==> src/rtl/mac_lut_ctrl_if.sv <==
// Request/result bundle between the header parser side and the MAC table controller.
// master drives parsed packet fields and flush; slave returns the lookup result and status.
interface mac_lut_ctrl_if #(
    parameter int unsigned NUM_QUEUES = 8
);
    logic [47:0]           dst_mac;
    logic [47:0]           src_mac;
    logic [NUM_QUEUES-1:0] src_port;
    logic                  eth_done;
    logic                  flush;
    logic [NUM_QUEUES-1:0] dst_ports;
    logic                  lookup_done;
    logic                  flush_busy;
    logic [31:0]           lut_hit_count;
    logic [31:0]           lut_miss_count;

    modport master (
        output dst_mac, src_mac, src_port, eth_done, flush,
        input  dst_ports, lookup_done, flush_busy, lut_hit_count, lut_miss_count
    );

    modport slave (
        input  dst_mac, src_mac, src_port, eth_done, flush,
        output dst_ports, lookup_done, flush_busy, lut_hit_count, lut_miss_count
    );
endinterface

==> src/rtl/mac_lut_ctrl.sv <==
// Learning-switch MAC table: 2-cycle lookup/learn pipeline, table flush walk, hit/miss counters.
// Optional entry aging is compiled in when MAC_LUT_AGING_EN is defined.
module mac_lut_ctrl #(
    parameter int unsigned NUM_QUEUES = 8,
    parameter int unsigned LUT_DEPTH  = 16,
    parameter int unsigned AGE_PERIOD = 1024
) (
    input  logic          clk,
    input  logic          reset,
    mac_lut_ctrl_if.slave bus
);
    localparam int unsigned MAC_W = 48;
    localparam int unsigned CNT_W = 32;
    localparam int unsigned IDX_W = (LUT_DEPTH > 1) ? $clog2(LUT_DEPTH) : 1;
    localparam logic [NUM_QUEUES-1:0] PHYS_MASK = {(NUM_QUEUES / 2){2'b01}};

    if ((LUT_DEPTH < 2) || ((LUT_DEPTH & (LUT_DEPTH - 1)) != 0) ||
        (AGE_PERIOD < 1) || ((NUM_QUEUES % 2) != 0)) begin : g_param_check
        $error("mac_lut_ctrl: illegal parameter set");
    end

    typedef enum logic [0:0] {
        IDLE  = 1'b0,
        FLUSH = 1'b1
    } state_t;

    state_t           state_q, state_d;
    logic [IDX_W-1:0] flush_idx_q, flush_idx_d;
    logic             flush_clr;
    logic             ptr_clr;

    logic                  s1_valid;
    logic [MAC_W-1:0]      s1_dst;
    logic [MAC_W-1:0]      s1_src;
    logic [NUM_QUEUES-1:0] s1_port;

    logic [LUT_DEPTH-1:0]  valid_q;
    logic [MAC_W-1:0]      mac_q  [LUT_DEPTH];
    logic [NUM_QUEUES-1:0] port_q [LUT_DEPTH];
    logic [IDX_W-1:0]      rep_ptr;

    logic                  dst_hit, src_hit, free_found;
    logic [IDX_W-1:0]      dst_idx, src_idx, free_idx;
    logic                  in_flush;
    logic [NUM_QUEUES-1:0] flood;
    logic [NUM_QUEUES-1:0] res_ports;
    logic                  count_hit, count_miss;
    logic                  learn;
    logic [IDX_W-1:0]      learn_idx;
    logic                  ptr_adv;

    logic [NUM_QUEUES-1:0] dst_ports_q;
    logic                  done_q;
    logic                  busy_q;
    logic [CNT_W-1:0]      hit_q;
    logic [CNT_W-1:0]      miss_q;

    assign bus.dst_ports      = dst_ports_q;
    assign bus.lookup_done    = done_q;
    assign bus.flush_busy     = busy_q;
    assign bus.lut_hit_count  = hit_q;
    assign bus.lut_miss_count = miss_q;

    // Flush walk state register.
    always_ff @(posedge clk) begin
        if (reset) begin
            state_q     <= IDLE;
            flush_idx_q <= '0;
        end else begin
            state_q     <= state_d;
            flush_idx_q <= flush_idx_d;
        end
    end

    // Flush is accepted only from IDLE; the walk clears one entry per cycle.
    always_comb begin
        state_d     = state_q;
        flush_idx_d = flush_idx_q;
        flush_clr   = 1'b0;
        ptr_clr     = 1'b0;
        case (state_q)
            IDLE: begin
                if (bus.flush) begin
                    state_d     = FLUSH;
                    flush_idx_d = '0;
                    ptr_clr     = 1'b1;
                end
            end
            FLUSH: begin
                flush_clr   = 1'b1;
                flush_idx_d = flush_idx_q + IDX_W'(1);
                if (flush_idx_q == IDX_W'(LUT_DEPTH - 1)) begin
                    state_d = IDLE;
                end
            end
        endcase
    end

    // Parallel compare; descending scan leaves the lowest matching index.
    always_comb begin
        dst_hit    = 1'b0;
        dst_idx    = '0;
        src_hit    = 1'b0;
        src_idx    = '0;
        free_found = 1'b0;
        free_idx   = '0;
        for (int i = LUT_DEPTH - 1; i >= 0; i--) begin
            if (valid_q[i] && (mac_q[i] == s1_dst)) begin
                dst_hit = 1'b1;
                dst_idx = IDX_W'(i);
            end
            if (valid_q[i] && (mac_q[i] == s1_src)) begin
                src_hit = 1'b1;
                src_idx = IDX_W'(i);
            end
            if (!valid_q[i]) begin
                free_found = 1'b1;
                free_idx   = IDX_W'(i);
            end
        end
    end

    // Destination result, statistics and learn target for the request in S1.
    always_comb begin
        in_flush   = (state_q == FLUSH);
        flood      = PHYS_MASK & ~s1_port;
        res_ports  = flood;
        count_hit  = 1'b0;
        count_miss = 1'b0;
        learn      = 1'b0;
        learn_idx  = '0;
        ptr_adv    = 1'b0;
        if (s1_valid) begin
            if (in_flush) begin
                count_miss = 1'b1;
            end else begin
                if (!s1_dst[0]) begin
                    if (dst_hit) begin
                        res_ports = port_q[dst_idx] & ~s1_port;
                        count_hit = 1'b1;
                    end else begin
                        count_miss = 1'b1;
                    end
                end
                if (!s1_src[0]) begin
                    learn = 1'b1;
                    if (src_hit) begin
                        learn_idx = src_idx;
                    end else if (free_found) begin
                        learn_idx = free_idx;
                    end else begin
                        learn_idx = rep_ptr;
                        ptr_adv   = 1'b1;
                    end
                end
            end
        end
    end

`ifdef MAC_LUT_AGING_EN
    localparam int unsigned AGE_W = (AGE_PERIOD > 1) ? $clog2(AGE_PERIOD) : 1;

    logic [AGE_W-1:0]     age_cnt;
    logic                 age_wrap;
    logic                 age_tick;
    logic [LUT_DEPTH-1:0] recent_q;

    assign age_wrap = (age_cnt == AGE_W'(AGE_PERIOD - 1));
    assign age_tick = age_wrap && (state_q != FLUSH);

    // Free-running aging timer and per-entry activity flags.
    always_ff @(posedge clk) begin
        if (reset) begin
            age_cnt  <= '0;
            recent_q <= '0;
        end else begin
            age_cnt <= age_wrap ? '0 : age_cnt + AGE_W'(1);
            if (age_tick) begin
                recent_q <= '0;
            end
            if (learn) begin
                recent_q[learn_idx] <= 1'b1;
            end
        end
    end
`endif

    // Valid bits: flush clear and aging first, a learn write overrides both.
    always_ff @(posedge clk) begin
        if (reset) begin
            valid_q <= '0;
        end else begin
            if (flush_clr) begin
                valid_q[flush_idx_q] <= 1'b0;
            end
`ifdef MAC_LUT_AGING_EN
            if (age_tick) begin
                valid_q <= valid_q & recent_q;
            end
`endif
            if (learn) begin
                valid_q[learn_idx] <= 1'b1;
            end
        end
    end

    // Entry payload needs no reset; the valid bit qualifies it.
    always_ff @(posedge clk) begin
        if (learn) begin
            mac_q[learn_idx]  <= s1_src;
            port_q[learn_idx] <= s1_port;
        end
    end

    // Request stage, replacement pointer, registered outputs and counters.
    always_ff @(posedge clk) begin
        if (reset) begin
            s1_valid    <= 1'b0;
            s1_dst      <= '0;
            s1_src      <= '0;
            s1_port     <= '0;
            rep_ptr     <= '0;
            dst_ports_q <= '0;
            done_q      <= 1'b0;
            busy_q      <= 1'b0;
            hit_q       <= '0;
            miss_q      <= '0;
        end else begin
            s1_valid <= bus.eth_done;
            if (bus.eth_done) begin
                s1_dst  <= bus.dst_mac;
                s1_src  <= bus.src_mac;
                s1_port <= bus.src_port;
            end
            if (ptr_clr) begin
                rep_ptr <= '0;
            end else if (ptr_adv) begin
                rep_ptr <= rep_ptr + IDX_W'(1);
            end
            dst_ports_q <= s1_valid ? res_ports : '0;
            done_q      <= s1_valid;
            busy_q      <= (state_d == FLUSH);
            if (count_hit) begin
                hit_q <= hit_q + CNT_W'(1);
            end
            if (count_miss) begin
                miss_q <= miss_q + CNT_W'(1);
            end
        end
    end

endmodule

==> src/flat_wrapper.sv <==
// flat-port wrapper written by rule: the top's interface ports become plain ports
module mac_lut_ctrl_flat 
#(
    parameter int unsigned NUM_QUEUES = 8,
    parameter int unsigned LUT_DEPTH  = 16,
    parameter int unsigned AGE_PERIOD = 1024
)
  (clk, reset, bus_dst_mac, bus_src_mac, bus_src_port, bus_eth_done, bus_flush, bus_dst_ports, bus_lookup_done, bus_flush_busy, bus_lut_hit_count, bus_lut_miss_count);
  mac_lut_ctrl_if #(.NUM_QUEUES(NUM_QUEUES)) bus_i ();
  input  logic clk;
  input  logic reset;
  input wire logic [$bits(bus_i.dst_mac)-1:0] bus_dst_mac;
  input wire logic [$bits(bus_i.src_mac)-1:0] bus_src_mac;
  input wire logic [$bits(bus_i.src_port)-1:0] bus_src_port;
  input wire logic [$bits(bus_i.eth_done)-1:0] bus_eth_done;
  input wire logic [$bits(bus_i.flush)-1:0] bus_flush;
  output wire logic [$bits(bus_i.dst_ports)-1:0] bus_dst_ports;
  output wire logic [$bits(bus_i.lookup_done)-1:0] bus_lookup_done;
  output wire logic [$bits(bus_i.flush_busy)-1:0] bus_flush_busy;
  output wire logic [$bits(bus_i.lut_hit_count)-1:0] bus_lut_hit_count;
  output wire logic [$bits(bus_i.lut_miss_count)-1:0] bus_lut_miss_count;
  assign bus_i.dst_mac = bus_dst_mac;
  assign bus_i.src_mac = bus_src_mac;
  assign bus_i.src_port = bus_src_port;
  assign bus_i.eth_done = bus_eth_done;
  assign bus_i.flush = bus_flush;
  assign bus_dst_ports = bus_i.dst_ports;
  assign bus_lookup_done = bus_i.lookup_done;
  assign bus_flush_busy = bus_i.flush_busy;
  assign bus_lut_hit_count = bus_i.lut_hit_count;
  assign bus_lut_miss_count = bus_i.lut_miss_count;
  mac_lut_ctrl #(.NUM_QUEUES(NUM_QUEUES), .LUT_DEPTH(LUT_DEPTH), .AGE_PERIOD(AGE_PERIOD)) u_core (.clk(clk), .reset(reset), .bus(bus_i));
endmodule
==> config.mk <==
export PLATFORM = sky130hd
export DESIGN_NAME = mac_lut_ctrl_flat
export DESIGN_NICKNAME = d
export VERILOG_FILES = /design/src/rtl/mac_lut_ctrl_if.sv /design/src/rtl/mac_lut_ctrl.sv /design/src/flat_wrapper.sv
export SDC_FILE = /design/constraint.sdc
export NUM_CORES = 2
export LEC_CHECK = 0
export ABC_CLOCK_PERIOD_IN_PS = 24300
export CORE_MARGIN = 3
export CORE_UTILIZATION = 25
export DETAILED_ROUTE_END_ITERATION = 7
export SYNTH_ARGS = -nofsm -noshare
export SYNTH_HDL_FRONTEND = slang
export SYNTH_SLANG_ARGS = --single-unit
==> constraint.sdc <==
create_clock -name clk -period 24.3 [get_ports clk]
set_clock_uncertainty 0.05 [all_clocks]
set_input_delay 2.43 -clock clk [delete_from_list [all_inputs] [get_ports clk]]
set_output_delay 2.43 -clock clk [all_outputs]
set_load 0.02 [all_outputs]
After elaboration in Yosys (flattened, before gate mapping) --
Memories as Yosys holds them, arrays and structs flattened. Index checks and enable logic that the tools add are counted. W data, S select, Z words.
Word-level totals: input port bits 108, memories kept 2, bits in writable memories 896, word-level logic and storage cells 238, bits in registers 203, output and inout port bits 74
Operators by class: bitwise gates (word level) 8, $add $sub $neg 4, reduce and logical (&&, ||, !) cells 37, muxes and demuxes 136, equality and inequality tests 34, magnitude comparators 4
Memories:
- u_core.mac_q | words 16, width 48, rd ports 16, clocked after Yosys merged registers in 0, wr ports 1, line mac_lut_ctrl.sv:38 | logic [MAC_W-1:0] mac_q [LUT_DEPTH];
- u_core.port_q | words 16, width 8, rd ports 1, clocked after Yosys merged registers in 0, wr ports 1, line mac_lut_ctrl.sv:39 | logic [NUM_QUEUES-1:0] port_q [LUT_DEPTH];
Operators by type and width (number):
- $eq A48 B48 Y1 | 32
- $mux W4 | 54
- $mux W1 | 72
- $add A32 B1 Y32 const B | 2
- $mux W16 | 3
- $logic_and A1 B1 Y1 | 34
- $mux W7 | 3
- $and A16 B16 Y16 | 1
- $not A16 Y16 | 1
- $or A16 B16 Y16 | 1
- $lt A4 B5 Y1 const B | 2
- $add A4 B1 Y4 const B | 2
- $and A8 B8 Y8 | 1
- $demux W1 S4 | 2
- $ge A4 B1 Y1 const B | 2
- $not A8 Y8 | 1
- $pmux W4 S2 | 1
- $reduce_or A5 Y1 | 1
- $eq A4 B4 Y1 const B | 1
- $reduce_or A2 Y1 | 2
- $not A1 Y1 | 3
- $ne A2 B2 Y1 const B | 1
- $pmux W1 S2 | 1

Longest topological paths before layout --
An unclocked memory read counts as a cell.
depth in word-level cells 29, depth in mapped cells 17

Worst setup path after synthesis --
OpenSTA, ideal clock, no wires.
path type reg-to-reg, from register u_core.s1_src[39], to memory u_core.mac_q[4][0] (enable), path buffers 2, cell stages (with the launch flop) 13, library setup time 0.551 ns, clock period less this slack 7.744 ns, slack 16.556 ns, arrival 7.143 ns, cell sequence dfxtp_1 buf_1 buf_1 xnor2_1 nand4_1 nor4b_1 nand3_1 or4_1 o31a_1 o41a_1 a211oi_1 nor2_1 nor3b_1
On the way: cells in the longest elaborated chain, start to end 22, elaborated cells on any way between the ends 68
RTL lines:
- start: declaration | line mac_lut_ctrl.sv:34 | logic [MAC_W-1:0] s1_src;
- start signal: assignment | line mac_lut_ctrl.sv:232 | s1_src <= bus.src_mac;
- $eq A48 B48 Y1 | line mac_lut_ctrl.sv:112 | if (valid_q[i] && (mac_q[i] == s1_src)) begin
- $logic_and A1 B1 Y1 | line mac_lut_ctrl.sv:112
- $mux W4 or $mux W1 (tied branches) (16 in a row) | line mac_lut_ctrl.sv:112
- $mux W4 (*) | line mac_lut_ctrl.sv:147 | if (src_hit) begin
- $mux W4 (*) | line mac_lut_ctrl.sv:145 | if (!s1_src[0]) begin
- $mux W4 (*) | line mac_lut_ctrl.sv:134 | if (in_flush) begin
- $mux W4 (*) | line mac_lut_ctrl.sv:133 | if (s1_valid) begin
- end: declaration | line mac_lut_ctrl.sv:38
Mark *: on every way between the ends. The rest lies on a longest branch, timed or not.

Final worst setup path --
from register u_core.s1_src[27], to memory u_core.mac_q[4][8] (enable)
Same word-level chain as after synthesis.

==> reports/summary.log <==
[cts] number of hold buffers added after cts 0
[logic_synthesis] Synth Net Count 4989
[logic_synthesis] number of distinct library cells after synthesis 85
[sta] Max-slew headroom -0.770%
[sta] highest achievable clock rate 141 MHz
[global_route] total congestion overflow after global routing 0
[placed_design] IO buf count 181
[layout] share of cells above drive strength 1 9.74%
[logic_synthesis] main area contributors after synthesis sky130_fd_sc_hd__edfxtp_1 47%, sky130_fd_sc_hd__xnor2_1 14%, sky130_fd_sc_hd__xor2_1 8.4%, sky130_fd_sc_hd__dfxtp_1 7.1%, sky130_fd_sc_hd__nand4_1 3.4%
[floorplanning] die outline width 485 um
[cts] H-tree Lvls 4
[setup_path] nature of the critical path endpoint flip-flop
[routing] DRC violation total after the first TritonRoute iteration 6726
[logic_synthesis] Async SR Flop Fraction 0%
[placed_design] Placement Cell Area 0.0632 mm2
[logic_synthesis] average cell area after synthesis 11.8 um2
[logic_synthesis] list of most frequent post-synthesis cells 910 x sky130_fd_sc_hd__xnor2_1, 896 x sky130_fd_sc_hd__edfxtp_1, 548 x sky130_fd_sc_hd__xor2_1, 312 x sky130_fd_sc_hd__nand4_1, 259 x sky130_fd_sc_hd__nor2_1
[routing] final wirelength 261000 um
[setup_path] Critical Setup Path Class flip-flop to flip-flop
[power_and_ir_drop] overall power after layout 4660 uW
[global_route] via count of the first global-routing pass 42.3k
[global_route] number of antenna violations at the first check in global routing 11
[placed_design] Detailed Place HPWL 171000 um
[cts] CTS clk-pin slew, worst paths 60 ps
[sta] # setup viols final 0
[power_and_ir_drop] Static Leakage 0.0217 uW
[logic_synthesis] number of enable-type register cells in the synthesized netlist 896
[layout] post-layout util 29.7%
[sta] period utilisation layout 29.1%
[layout] synthesis-to-finish area growth 18.0%
[floorplanning] effective utilization at floorplan 25.2%
[floorplanning] standard-cell row count 175
[cts] number of clock buffers inserted by TritonCTS 132
[placed_design] weighted congestion reported at the end of routability-driven placement 0.999
[layout] Layout fillers 23.1k
[routing] total number of vias 44.5k
[cts] cells resized by post-CTS repair 0
[setup_path] CP Cell Sequence buf_4 -> inv_1 -> a21boi_0 -> o211ai_1 -> or4b_2 -> o41ai_1 -> nor3_1 -> nand2_1 -> a211oi_1 -> a211oi_1 -> nor2_1 -> buf_4 -> nor3b_2 -> buf_4
[logic_synthesis] cell count after synthesis 4874
[setup_path] crit path DAT 7470 ps
[cts] clock latency of the later-clocked register in the worst-skew pair 840 ps
[cts] total number of clock tree sinks 1099
[layout] final net count 5203
[routing] drc violations 0
[sta] worst hold slack after final layout 394 ps
[setup_path] data required time of the worst path 24680 ps
[run] Maximum Capacitance Violations 1
[sta] final number of hold-violating endpoints 0
[sta] Least-Margin Pin Slew 1500 ps
[hold_path] Min-Delay Path Class flip-flop to flip-flop
[logic_synthesis] cell with the most instances after synthesis sky130_fd_sc_hd__xnor2_1
[floorplanning] height of the die 485 um
[logic_synthesis] Yosys Warn Count 0
[sta] final max-slew violation count 4
[logic_synthesis] fraction of synthesized cell area taken by the top area cell type 46.8%
[power_and_ir_drop] Power Density 68.7 mW/mm2
[cts] CTS Buffer Depth 3
[global_route] pin count of the biggest net entering global routing 75
[logic_synthesis] post-synthesis sequential area ratio 53.9%
[logic_synthesis] number of register bits inferred by synthesis 1099
[routing] Via density 5.42
[setup_path] cell occurring most often along the worst timing path sky130_fd_sc_hd__buf_4
[layout] total non-filler cell area in the finished layout 0.0678 mm2
[sta] total negative slack for setup checks 0 ps
[setup_path] critical path fanouts, max 48
[setup_path] CP max stage delay 960 ps
[setup_path] type of origin of the critical path flip-flop
[cts] Post-CTS Setup Inserts 0
[run_status] violations in the final reports capacitance limit, slew limit
[routing] final antenna-violating net count 0
[run_status] run status complete, but fails checks
[logic_synthesis] cell accounting for the most synthesized area sky130_fd_sc_hd__edfxtp_1
[cts] root buffer cell sky130_fd_sc_hd__clkbuf_16
[logic_synthesis] Top FF cell, synth sky130_fd_sc_hd__edfxtp_1
[floorplanning] I/O pin count 182
[power_and_ir_drop] peak ir drop on the vdd network 0.0707 mV
[logic_synthesis] mapped cell area 0.0575 mm2
[sta] unrepaired setup endpoints after global routing false
[setup_path] Critical-path top delay cell sky130_fd_sc_hd__nor3b_2
[routing] iteration count of the initial detailed-routing pass 6
[sta] final critical delay including setup and external delays 7080 ps
[floorplanning] Die Outline Area 0.236 mm2
[routing] wire length per cell after detailed routing 31.8 um
[global_route] total global routing track utilization 21.4%
[global_route] first-pass GRT wire length 352000 um
[floorplanning] CORE AREA 0.228 mm2
[cts] clock tree from TritonCTS yes
-- power breakdown --
group	leakage (uW)	internal, uW	total, uW	switching, uW
registers	0.00995	2050	2110	59.0
logic	0.00956	137	443	306
clock network	0.00221	1230	2110	877
-- area by class of cell --
class,count,area [um2],share of cell area [%]
Sequential cell,1099,31100,45.8
Multi-Input combinational cell,3422,25100,37.0
Tap cell,3009,3760,5.55
Clock buffer,178,3640,5.37
Timing Repair Buffer,325,2900,4.27
Clock inverter,64,932,1.37
Inverter,108,405,0.598
Antenna cell,6,15.0,0.0221
-- worst paths after layout --
path	from	endpoint	slack, ps	cells after the start
hold reg to reg	u_core.s1_src[4]	u_core.mac_q[14][4]	390	0
setup reg to reg	u_core.s1_src[27]	u_core.mac_q[4][8]	17220	14
setup / recovery	u_core.s1_src[27]	u_core.mac_q[4][8]	17220	14
hold / removal	u_core.s1_src[4]	u_core.mac_q[14][4]	390	0
-- routing by layer --
layer | vias to the layer above | global-route usage (%) | wire [um]
met5 | - | 0 | 0
met1 | 22300 | 27.5 | 98800
li1 | 18100 | - | -
met3 | 815 | 4.71 | 29900
met4 | 0 | 13.3 | 19800
met2 | 3347 | 32.5 | 113000
-- cells in the final DEF, fill, tap and decap left out, types with 108 or more instances in the layout --
master and count:
sky130_fd_sc_hd__nand2_1 162, sky130_fd_sc_hd__nor4_1 214, sky130_fd_sc_hd__clkbuf_16 134, sky130_fd_sc_hd__nand4_1 312, sky130_fd_sc_hd__mux2i_1 135, sky130_fd_sc_hd__nand3_1 116
sky130_fd_sc_hd__xnor2_1 910, sky130_fd_sc_hd__nor2_1 244, sky130_fd_sc_hd__buf_4 144, sky130_fd_sc_hd__xor2_1 548, sky130_fd_sc_hd__clkdlybuf4s50_1 179, sky130_fd_sc_hd__nand2b_1 121
sky130_fd_sc_hd__edfxtp_1 896, sky130_fd_sc_hd__dfxtp_1 108
-- metrics by stage --
step | std cells | worst slack, ps
CTS | 8205 | 17560
floorplan | 4874 | 16560
detailed placement | 7963 | 17620
global route | 8207 | 17240
global placement | 7963 | 17590
finish | 8211 | 17220
-- worst max-delay path: cells and delay by family, from the launching register on --
kind	cells	cell delay, ps
buf+inv	4	1990
compound gates	5	1790
simple gates	5	2100
flops	1	730
-- state kept, by name, indices dropped and copies added (netlist names) --
signal and cells:
u_core.s1_valid 1, u_core.bus.dst_ports 8, u_core.flush_idx_q 4, u_core.bus.lut_miss_count 32, u_core.mac_q 768, u_core.bus.lookup_done 1, u_core.rep_ptr 4, u_core.valid_q 16
u_core.port_q 128, u_core.s1_dst 48, u_core.s1_src 48, u_core.bus.lut_hit_count 32, u_core.s1_port 8, u_core.bus.flush_busy 1
-- cells by family (layout without fill, tap and decap cells) --
logic type               count (synthesis)  in the layout  share of synthesized area (%)
adder cells (fa/ha/maj)                  7              7                          0.152
AND/OR/NAND/NOR                       1487           1487                           14.4
multiplexers                           150            150                           2.66
other                                    0              6                              0
AO/OA/AOI/OAI                          320            320                           3.93
XOR/XNOR                              1458           1458                           22.2
buffers and inverters                  353            675                           2.76
flip-flops                            1099           1099                           53.9
Power figures use the tool's default switching activity.
